<file path="src/rtl/if_unit_pkg.sv">
// Shared widths, default constants and FSM encoding for the instruction-fetch stage.
package if_unit_pkg;
    localparam int ADDR_W = 32;
    localparam int DATA_W = 32;

    localparam logic [ADDR_W-1:0] RESET_PC_DEF = 32'h0000_0000;
    localparam logic [DATA_W-1:0] NOP_INST_DEF = 32'h0000_0013;

    typedef enum logic {
        BOOT = 1'b0,
        RUN  = 1'b1
    } state_e;
endpackage

</file>
<file path="src/rtl/if_unit_if.sv">
// Fetch-stage bus: ROM address/data, execute redirect and stall, and the IF/ID outputs to decode.
interface if_unit_if;
    import if_unit_pkg::*;

    logic [ADDR_W-1:0] inst_addr_o;
    logic [DATA_W-1:0] inst_i;
    logic              hold_i;
    logic              jump_en_i;
    logic [ADDR_W-1:0] jump_addr_i;
    logic [DATA_W-1:0] inst_o;
    logic [ADDR_W-1:0] inst_addr_id_o;
    logic              inst_valid_o;
    logic              misalign_err_o;

    modport master (
        output inst_addr_o, inst_o, inst_addr_id_o, inst_valid_o, misalign_err_o,
        input  inst_i, hold_i, jump_en_i, jump_addr_i
    );

    modport slave (
        input  inst_addr_o, inst_o, inst_addr_id_o, inst_valid_o, misalign_err_o,
        output inst_i, hold_i, jump_en_i, jump_addr_i
    );
endinterface

</file>
<file path="src/rtl/if_unit_if_id.sv">
// IF/ID pipeline register: flush inserts a bubble but keeps the last PC, capture loads a fetched word.
module if_id
    import if_unit_pkg::*;
#(
    parameter logic [DATA_W-1:0] NOP_INST = NOP_INST_DEF
) (
    input  logic              clk,
    input  logic              rst,
    input  logic              cap_en,
    input  logic              flush,
    input  logic [DATA_W-1:0] inst,
    input  logic [ADDR_W-1:0] addr,
    output logic [DATA_W-1:0] inst_q,
    output logic [ADDR_W-1:0] addr_q,
    output logic              valid_q
);
    always_ff @(posedge clk) begin
        if (rst) begin
            inst_q  <= NOP_INST;
            addr_q  <= '0;
            valid_q <= 1'b0;
        end else if (flush) begin
            inst_q  <= NOP_INST;
            valid_q <= 1'b0;
        end else if (cap_en) begin
            inst_q  <= inst;
            addr_q  <= addr;
            valid_q <= 1'b1;
        end
    end
endmodule

</file>
<file path="src/rtl/if_unit.sv">
// Instruction-fetch stage: PC register, boot-delay FSM, redirect/stall control and misalignment flag.
module if_unit
    import if_unit_pkg::*;
#(
    parameter logic [ADDR_W-1:0] RESET_PC   = RESET_PC_DEF,
    parameter logic [DATA_W-1:0] NOP_INST   = NOP_INST_DEF,
    parameter int                BOOT_DELAY = 2
) (
    input  logic       clk,
    input  logic       rst,
    if_unit_if.master  bus
);
    localparam int CNT_W = (BOOT_DELAY > 1) ? $clog2(BOOT_DELAY) : 1;
    localparam logic [CNT_W-1:0] CNT_LAST = CNT_W'((BOOT_DELAY > 0) ? BOOT_DELAY - 1 : 0);
    // With no boot delay the FSM leaves reset already running.
    localparam state_e RST_STATE = (BOOT_DELAY == 0) ? RUN : BOOT;
    localparam logic [ADDR_W-1:0] RESET_PC_AL = {RESET_PC[ADDR_W-1:2], 2'b00};

    state_e            state_q, state_d;
    logic [CNT_W-1:0]  cnt_q;
    logic [ADDR_W-1:0] pc_q;
    logic              err_q;
    logic              run, jump, cap;

    always_ff @(posedge clk) begin
        if (rst) state_q <= RST_STATE;
        else     state_q <= state_d;
    end

    always_comb begin
        state_d = state_q;
        case (state_q)
            BOOT:    if (cnt_q == CNT_LAST) state_d = RUN;
            RUN:     state_d = RUN;
            default: state_d = BOOT;
        endcase
    end

    assign run  = (state_q == RUN);
    assign jump = run && bus.jump_en_i;
    assign cap  = run && !bus.jump_en_i && !bus.hold_i;

    always_ff @(posedge clk) begin
        if (rst)                 cnt_q <= '0;
        else if (state_q == BOOT) cnt_q <= cnt_q + 1'b1;
    end

    always_ff @(posedge clk) begin
        if (rst)       pc_q <= RESET_PC_AL;
        else if (jump) pc_q <= {bus.jump_addr_i[ADDR_W-1:2], 2'b00};
        else if (cap)  pc_q <= pc_q + 32'd4;
    end

    always_ff @(posedge clk) begin
        if (rst)                                err_q <= 1'b0;
        else if (jump && |bus.jump_addr_i[1:0]) err_q <= 1'b1;
    end

    assign bus.inst_addr_o    = pc_q;
    assign bus.misalign_err_o = err_q;

    if_id #(.NOP_INST(NOP_INST)) u_if_id (
        .clk     (clk),
        .rst     (rst),
        .cap_en  (cap),
        .flush   (jump),
        .inst    (bus.inst_i),
        .addr    (pc_q),
        .inst_q  (bus.inst_o),
        .addr_q  (bus.inst_addr_id_o),
        .valid_q (bus.inst_valid_o)
    );
endmodule
</file>
<file path="src/flat_wrapper.sv">
// flat-port wrapper written by rule: the top's interface ports become plain ports
module if_unit_flat import if_unit_pkg::*;
#(
    parameter logic [ADDR_W-1:0] RESET_PC   = RESET_PC_DEF,
    parameter logic [DATA_W-1:0] NOP_INST   = NOP_INST_DEF,
    parameter int                BOOT_DELAY = 2
)
  (clk, rst, bus_inst_addr_o, bus_inst_o, bus_inst_addr_id_o, bus_inst_valid_o, bus_misalign_err_o, bus_inst_i, bus_hold_i, bus_jump_en_i, bus_jump_addr_i);
  if_unit_if bus_i ();
  input  logic clk;
  input  logic rst;
  output wire logic [$bits(bus_i.inst_addr_o)-1:0] bus_inst_addr_o;
  output wire logic [$bits(bus_i.inst_o)-1:0] bus_inst_o;
  output wire logic [$bits(bus_i.inst_addr_id_o)-1:0] bus_inst_addr_id_o;
  output wire logic [$bits(bus_i.inst_valid_o)-1:0] bus_inst_valid_o;
  output wire logic [$bits(bus_i.misalign_err_o)-1:0] bus_misalign_err_o;
  input wire logic [$bits(bus_i.inst_i)-1:0] bus_inst_i;
  input wire logic [$bits(bus_i.hold_i)-1:0] bus_hold_i;
  input wire logic [$bits(bus_i.jump_en_i)-1:0] bus_jump_en_i;
  input wire logic [$bits(bus_i.jump_addr_i)-1:0] bus_jump_addr_i;
  assign bus_inst_addr_o = bus_i.inst_addr_o;
  assign bus_inst_o = bus_i.inst_o;
  assign bus_inst_addr_id_o = bus_i.inst_addr_id_o;
  assign bus_inst_valid_o = bus_i.inst_valid_o;
  assign bus_misalign_err_o = bus_i.misalign_err_o;
  assign bus_i.inst_i = bus_inst_i;
  assign bus_i.hold_i = bus_hold_i;
  assign bus_i.jump_en_i = bus_jump_en_i;
  assign bus_i.jump_addr_i = bus_jump_addr_i;
  if_unit #(.RESET_PC(RESET_PC), .NOP_INST(NOP_INST), .BOOT_DELAY(BOOT_DELAY)) u_core (.clk(clk), .rst(rst), .bus(bus_i));
endmodule
</file>
<file path="config.mk">
export PLATFORM = sky130hd
export DESIGN_NAME = if_unit_flat
export DESIGN_NICKNAME = d
export VERILOG_FILES = /design/src/rtl/if_unit_pkg.sv /design/src/rtl/if_unit_if.sv /design/src/rtl/if_unit_if_id.sv /design/src/rtl/if_unit.sv /design/src/flat_wrapper.sv
export SDC_FILE = /design/constraint.sdc
export NUM_CORES = 1
export LEC_CHECK = 0
export ABC_AREA = 1
export ABC_CLOCK_PERIOD_IN_PS = 4400
export BUFFER_PORTS_ARGS = -buffer_cell sky130_fd_sc_hd__buf_2
export CORE_MARGIN = 2
export CORE_UTILIZATION = 55
export CTS_CLUSTER_SIZE = 28
export DETAILED_ROUTE_END_ITERATION = 10
export GPL_ROUTABILITY_DRIVEN = 0
export PLACE_DENSITY = 0.86
export SKIP_CTS_REPAIR_TIMING = 1
export SKIP_LAST_GASP = 1
export SLEW_MARGIN = 20
export SYNTH_ARGS = -nofsm -noshare
export SYNTH_HDL_FRONTEND = slang
export SYNTH_HIERARCHICAL = 1
export SYNTH_SLANG_ARGS = --single-unit
export TNS_END_PERCENT = 10
</file>
<file path="constraint.sdc">
create_clock -name clk -period 4.4 [get_ports clk]
set_input_delay 0.44 -clock clk [delete_from_list [all_inputs] [get_ports clk]]
set_output_delay 0.44 -clock clk [all_outputs]
set_load 0.01 [all_outputs]
</file>
==> summary.md, run 1 <==
## Setup path
- **library cell contributing the largest single delay on the critical path** nor2_2
- **startpoint class of the critical path** flop
- **critical path class** reg2reg
- **crit-path cells** nand2_2 > buf_4 > inv_4 > nor2_2 > inv_1 > o21ai_0 > inv_1 > nand2_1 > a21oi_1
- **required arrival time at the worst endpoint** 4.62 ns
- **arrival time of data at the critical path endpoint** 2.61 ns
- **largest driver fanout on the critical path** 49
- **Critical Path Most Common Cell** inv_1
- **crit-path max cell delay** 0.48 ns
- **crit path capture type** flop

## CTS
- **CTS H-tree depth** 3
- **clock network latency to the later pin of the worst-skew pair** 0.36 ns
- **number of buffers on the longest clock path** 2
- **clock root buffer master** clkbuf_8
- **clock transition time at the flip-flop clock pins of the worst setup and hold paths** 0.11 ns
- **clock tree from TritonCTS** yes
- **clock sink count** 98
- **number of buffers created by CTS** 9

## Logic synthesis
- **Distinct cells, synth** 33
- **Post-Synthesis Cells** 744
- **fraction of registers with async set or reset after synthesis** 0%
- **Top FF cell, synth** dfxtp_1
- **number of synthesized flops with an enable pin** 0
- **netlist area before placement** 4890 um^2
- **sequential element share of the synthesized area** 40.1%
- **portion of synthesized cell area occupied by the leading cell type** 40.1%
- **top area cells in the synthesized netlist** dfxtp_1 (40%), nand2_1 (17%), nand3_1 (7.9%), nor2_1 (7.7%), inv_1 (6.1%)
- **number of synthesized register bits** 98
- **synthesized area divided by synthesized cell count** 6.58 um^2
- **Warnings, synthesis** 6
- **dominant cell type by area after synthesis** dfxtp_1

## Routing
- **post-route ant nets** 0
- **number of detailed-route iterations in the first pass** 5
- **Iter 0 DRT Violations** 309
- **residual DRC count** 0
- **Vias** 5208
- **vias per cell** 5.21
- **wire per inst** 13.5 um
- **aggregate routed wire length** 13.5 mm

## Placed design
- **Cells after DPL** 983
- **quantity of I/O buffers inserted on ports** 163
- **HPWL reported at the end of detailed placement** 9.61 mm

## Timing
- **final-layout setup total negative slack** 0 ns
- **worst slew pin tran** 1.03 ns
- **achievable frequency** 419 MHz
- **final hold viol count** 0
- **Clock Skews** 0.0152 ns
- **Final setup violation count** 0
- **RSZ-0062 raised after global routing** false
- **Max-Slew Margin vs Limit** 31.0%
- **min cycle time layout** 2.39 ns
- **crit share post-route** 54.3%
- **final number of max-transition violations** 0

## GRT
- **fraction of met3 tracks used by global routing** 4.87%
- **GR Overflow Total** 0
- **global-route wire length before repair** 22.1 mm
- **met1 Use GR** 36.3%
- **GR peak layer** met2
- **global routing met2 resource utilization** 45.7%
- **pin count of the biggest net entering global routing** 66
- **number of global-route vias before repair** 4678
- **antenna violations before repair** 0
- **Global Route Usage Sum** 27.5%

## Floorplan
- **starting density of the core** 56.4%
- **total die area** 9670 um^2
- **Core Footprint** 8680 um^2
- **width of the die** 98.3 um
- **vertical extent of the die** 98.3 um
- **I/O pin total** 166
- **Row Count** 34

## Layout
- **fraction of layout cells with a size suffix above 1** 24.7%
- **Filler cells** 837
- **area overhead of the layout relative to synthesis** 20.0%
- **antenna cells** 0
- **nets@finish** 955
- **Final Instance Count excl. Fillers** 999

## Power
- **leakage power figure** 2.66 nW
- **areal power density over the cells** 303 nW/um^2
- **peak supply drop** 0.167 mV
- **post-layout total power** 1.78 mW

## Run
- **number of max-capacitance violations reported** 0

## Min path
- **classification of the worst-slack hold path** in2reg

## Outcome
- **status** finished clean

## placed cells by master, fill, tap and decap left out, types with 2 or more instances in the layout
cell and n:
a21oi_1 50, a21oi_2 4, a22oi_1 3, a31oi_1 6, buf_2 163, buf_4 3, clkbuf_8 10, clkinv_4 2
conb_1 4, dfxtp_1 98, inv_1 80, inv_2 3, inv_6 2, nand2_1 221, nand2_2 4, nand2_4 2
nand3_1 77, nand3_2 2, nor2_1 100, nor2_2 10, nor2_4 9, nor2_8 2, nor3_1 6, o211ai_1 5
o21ai_0 15
## metrics by stage
step	utilization [%]	setup WS (ns)	cell area, um^2	hold slack (ns)
2_1_floorplan	-	2.88	4900	0.436
5_1_grt	67.6	1.77	5870	0.289
4_1_cts	67.6	2.02	5870	0.283
3_5_place_dp	65.4	1.86	5670	0.439
6_report	67.6	2.01	5870	0.291
3_3_place_gp	65.4	1.92	5670	0.433
## metal layers
layer / wire (um) / share of wire, %
met2: 6500 / 48
met3: 1060 / 7.8
met4: 285 / 2.1
met1: 5680 / 42
met5: 0 / 0
## area by class of cell
class                      count  area, um^2  area share [%]
inverter                      84         318            5.41
clock buffer                  10         138            2.34
sequential                    98        1960            33.4
timing repair buffer         166         838            14.3
clock inverter                 6        58.8            1.00
multi-input combinational    527        2420            41.2
tap                          108         135            2.30
## Yosys cell counts, types with 5 or more instances
master	instances
nand2_1	221
nor2_1	101
dfxtp_1	98
inv_1	80
nand3_1	77
a21oi_1	50
buf_2	19
o21ai_0	15
nor2_2	10
buf_4	8
nor2_4	8
a31oi_1	6
nor3_1	6
clkbuf_1	5
o211ai_1	5
## worst max-delay path: cells and delay by family, from the launching register on
family	cells	cell delay, ns
buf+inv	4	1.05
simple gates	3	0.61
flops	1	0.35
compound gates	2	0.23
## final timing paths
| path | to | slack (ns) | cells past startpoint | start |
|---|---|---|---|---|
| worst max-delay path | u_core/bus.inst_addr_o[28]$_SDFFE_PP0P_ | 2.01 | 9 | u_core/run$_SDFF_PP0_ |
| worst min register to register | u_core/u_if_id/inst_q[8]$_SDFFE_PP0P_ | 0.46 | 2 | u_core/u_if_id/inst_q[8]$_SDFFE_PP0P_ |
| worst min-delay path | u_core/u_if_id/inst_q[4]$_SDFFE_PP1P_ | 0.29 | 3 | bus_inst_i[4] |
| worst max register to register | u_core/bus.inst_addr_o[28]$_SDFFE_PP0P_ | 2.01 | 9 | u_core/run$_SDFF_PP0_ |
## kinds of logic after synthesis
family / after synthesis / synth area share [%]
DFF: 98 / 40.1
and+or+nand+nor: 436 / 39.0
other: 1 / 0.0766
AOI/OAI and AO/OA: 85 / 9.61
adders and majority gates: 1 / 0.256
buffers and inverters: 122 / 10.8
xor gates and xnor gates: 1 / 0.179
## state kept, by name (all words and copies together) (netlist names)
signal	count
u_core/u_if_id/addr_q	32
u_core/bus.misalign_err_o	1
u_core/u_if_id/inst_q	32
u_core/bus.inst_addr_o	30
u_core/run	1
u_core/u_if_id/valid_q	1
u_core/cnt_q	1
## power breakdown
part           switching [mW]  internal (mW)  total (mW)
Sequential             0.0336          0.922       0.956
Clock                   0.334          0.232       0.566
Combinational           0.163         0.0960       0.259
No activity file was read; power rests on OpenSTA's default activity.
==> run 2: changes to the inputs <==
ABC_AREA = 0   (was 1)
ABC_CLOCK_PERIOD_IN_PS = 2000   (was 4400)
CORE_UTILIZATION = 45   (was 55)
PLACE_DENSITY = 0.76   (was 0.86)
clock period = 2 ns   (was 4.4 ns; I/O delays follow)
==> summary.md, run 2 <==
## CTS
- **clock transition time at the flip-flop clock pins of the worst setup and hold paths** 0.10 ns, about the same
- **clock network latency to the later pin of the worst-skew pair** 0.37 ns, about the same
- **clock tree from TritonCTS** yes
- **clock root buffer master** clkbuf_8
- **number of buffers created by CTS** 9, unchanged
- **number of buffers on the longest clock path** 2, unchanged
- **clock sink count** 98, unchanged
- **CTS H-tree depth** 3, unchanged

## Setup path
- **library cell contributing the largest single delay on the critical path** or4_4
- **required arrival time at the worst endpoint** 2.31 ns, -2.31 ns
- **Crit path buffers/inverters** 0, -4
- **capture point of the worst path** u_core/bus.inst_addr_o[19]$_SDFFE_PP0P_
- **end of the worst register-to-register path** u_core/bus.inst_addr_o[19]$_SDFFE_PP0P_
- **Stages on worst setup path** 5, -4
- **startpoint class of the critical path** flop
- **crit-path max cell delay** 0.62 ns, +0.14 ns
- **critical path class** reg2reg
- **number of cell instances on the worst register-to-register path** 5, -4
- **family with the most delay on the worst path** simple AND/OR/NAND/NOR gates
- **largest driver fanout on the critical path** 4, -92%
- **Critical R2R Launch** u_core/bus.inst_addr_o[7]$_SDFFE_PP0P_
- **crit-path cells** nand4_1 > or4_4 > or3_4 > o32a_1 > a21oi_1
- **minimum setup slack among reg-to-reg paths** -0.07 ns, -2.08 ns
- **Worst setup startpoint** u_core/bus.inst_addr_o[7]$_SDFFE_PP0P_
- **crit path capture type** flop
- **arrival time of data at the critical path endpoint** 2.38 ns, -0.23 ns

## Routing
- **aggregate routed wire length** 13.3 mm, -1.4%
- **residual DRC count** 0, unchanged
- **vias per cell** 5.48, +5.2%
- **wire per inst** 16.0 um, +18%
- **number of detailed-route iterations in the first pass** 5, unchanged
- **Iter 0 DRT Violations** 375, +21%
- **post-route ant nets** 0, unchanged
- **Vias** 4578, -12%

## Layout
- **top library cells by usage in the layout, fill and taps aside** buf_2 (163), dfxtp_1 (92), nor2_1 (54), buf_4 (46), nand2b_1 (37)
- **nets@finish** 763, -20%
- **antenna cells** 0, unchanged
- **commonest non-fill, non-tap cell in the layout** buf_2
- **fraction of layout cells with a size suffix above 1** 36.8%, +12 points
- **area overhead of the layout relative to synthesis** 30.7%

## GRT
- **global-route wire length before repair** 20.8 mm, -5.8%
- **Global Route Usage Sum** 23.0%, -4.5 points
- **number of global-route vias before repair** 4187, -10%
- **GR Overflow Total** 0, unchanged
- **antenna violations before repair** 0, unchanged
- **pin count of the biggest net entering global routing** 55, -17%

## Power
- **power dissipated by switching net loads** 1.22 mW, +130%
- **share of power burned in registers** 49.9%, -3.8 points
- **peak supply drop** 0.346 mV, +110%
- **areal power density over the cells** 702 nW/um^2, +130%
- **switching power share of the total** 28.6%, -1.2 points
- **part of the total power dissipated in the clock network** 30.7%, -1.1 points
- **Internal Power** 3.04 mW, +140%
- **leakage power figure** 2.55 nW, -4.4%
- **proportion of power drawn by combinational gates** 19.4%, +4.8 points

## Run
- **number of max-capacitance violations reported** 0, unchanged

## Floorplan
- **I/O pin total** 166, unchanged
- **Core Footprint** 10200 um^2, +17%
- **Row Count** 37, +8.8%
- **vertical extent of the die** 106 um, +7.4%
- **starting density of the core** 45.6%, -11 points
- **width of the die** 106 um, +7.4%
- **total die area** 11200 um^2, +15%

## Timing
- **Clock Skews** 0.0157 ns, +0.000484 ns
- **crit share post-route** 104%, +49 points
- **final hold viol count** 0, unchanged
- **RSZ-0062 raised after global routing** true
- **achievable frequency** 483 MHz, +15%
- **worst path setup slack after routing** -0.0723 ns, -2.08 ns
- **min cycle time layout** 2.07 ns, -0.316 ns
- **Final setup violation count** 3, +3
- **final-layout setup total negative slack** -0.128 ns, -0.128 ns
- **final number of max-transition violations** 0, unchanged
- **hold_ws** 0.0533 ns, -0.238 ns

## Logic synthesis
- **most frequent cell after synthesis** dfxtp_1
- **dominant cell type by area after synthesis** dfxtp_1
- **number of synthesized flops with an enable pin** 0, unchanged
- **fraction of registers with async set or reset after synthesis** 0%, unchanged
- **netlist area before placement** 4650 um^2, -5.0%
- **portion of synthesized cell area occupied by the leading cell type** 42.2%, +2.1 points
- **sequential element share of the synthesized area** 42.2%, +2.1 points
- **Post-Synthesis Cells** 506, -32%
- **Top FF cell, synth** dfxtp_1
- **number of synthesized register bits** 98, unchanged
- **Warnings, synthesis** 6, unchanged
- **top area cells in the synthesized netlist** dfxtp_1 (42%), nand4bb_1 (7.8%), mux2i_1 (7.1%), nand2b_1 (5.0%), nor2_1 (4.4%)
- **Distinct cells, synth** 59, +79%
- **most frequent cells after synthesis** dfxtp_1 (98), nor2_1 (54), nand2b_1 (37)
- **synthesized area divided by synthesized cell count** 9.18 um^2, +40%

## Outcome
- **violations in the final reports** setup timing
- **status** finished, violations left

## Placed design
- **quantity of I/O buffers inserted on ports** 163, unchanged
- **HPWL reported at the end of detailed placement** 9.57 mm, -0.44%
- **Setup Slack @ Placement** -0.0807 ns, -1.94 ns

## Min path
- **classification of the worst-slack hold path** in2reg

==> run 2: cell types whose count changed after synthesis, moves of 32 or more <==
cell / change
nand2b_1: +37
nand4bb_1: +32
nand3_1: -68
nand2_1: -185
inv_1: -72
nor2_1: -47
a21oi_1: -43
mux2i_1: +33
==> run 2: kinds of logic (layout without fill, tap and decap cells) <==
kind of cell / after synthesis / in the layout / share of synthesized area, %
flip-flops: 98 / 98 / 42.2
AO/OA/AOI/OAI: 96 / 96 / 13.4
buffers and inverters: 49 / 239 / 6.25
multiplexers: 33 / 33 / 7.11
XOR/XNOR: 5 / 5 / 0.942
AND/OR/NAND/NOR: 223 / 223 / 29.8
other: 1 / 4 / 0.0807
adder cells (fa/ha/maj): 1 / 1 / 0.269
==> run 2: worst min-delay path: cells and delay by family <==
kind / cells / cell delay [ns]
buffers and inverters: 1 / 0.08
and+or+nand+nor: 1 / 0.06
muxes: 1 / 0.06
==> run 2: routing by layer <==
metal  vias up  track usage [%]  wire (um)
met3        19             4.21       1180
li1       2212                -          -
met1      2110             32.1       5840
met2       237             36.0       6140
met4         0             7.52        176
met5         -                0          0
==> run 2: power by group through the flow <==
stage	sequential, mW	clock (mW)	combinational [mW]
6_report	2.13	1.31	0.825
3_5_place_dp	2.17	0	0.806
3_3_place_gp	2.17	0	0.790
5_1_grt	2.14	1.44	0.890
4_1_cts	2.13	1.34	0.809
2_1_floorplan	2.23	0	0.392
==> run 2: worst min path at each step <==
stage | startpoint | endpoint | slack [ns] | cells past startpoint
6_report | bus_inst_i[4] | u_core/u_if_id/inst_q[4]$_SDFFE_PP1P_ | 0.05 | 3
5_1_grt | bus_inst_i[4] | u_core/u_if_id/inst_q[4]$_SDFFE_PP1P_ | 0.06 | 3
4_1_cts | bus_inst_i[4] | u_core/u_if_id/inst_q[4]$_SDFFE_PP1P_ | 0.04 | 3
3_5_place_dp | bus_inst_i[4] | u_core/u_if_id/inst_q[4]$_SDFFE_PP1P_ | 0.42 | 3
3_3_place_gp | bus_inst_i[4] | u_core/u_if_id/inst_q[4]$_SDFFE_PP1P_ | 0.42 | 3
2_1_floorplan | bus_inst_i[0] | u_core/u_if_id/inst_q[0]$_SDFFE_PP1P_ | 0.33 | 2
==> run 2: area by class of cell <==
type / instances / area (um^2)
Tap cell: 136 / 170
Sequential cell: 98 / 1980
Inverter: 10 / 37.5
Clock inverter: 6 / 62.6
Fill cell: 873 / 4110
Clock buffer: 10 / 138
Multi-Input combinational cell: 362 / 2450
Timing Repair Buffer: 213 / 1240
==> run 2: through the flow <==
step           std cells  util [%]  cell area (um^2)  total power, mW
3_5_place_dp         816      57.1              5810             2.98
6_report             835      59.6              6070             4.26
3_3_place_gp         816      57.1              5810             2.96
5_1_grt              835      59.6              6070             4.47
4_1_cts              832      59.1              6010             4.28
2_1_floorplan        509         -              4680             2.62
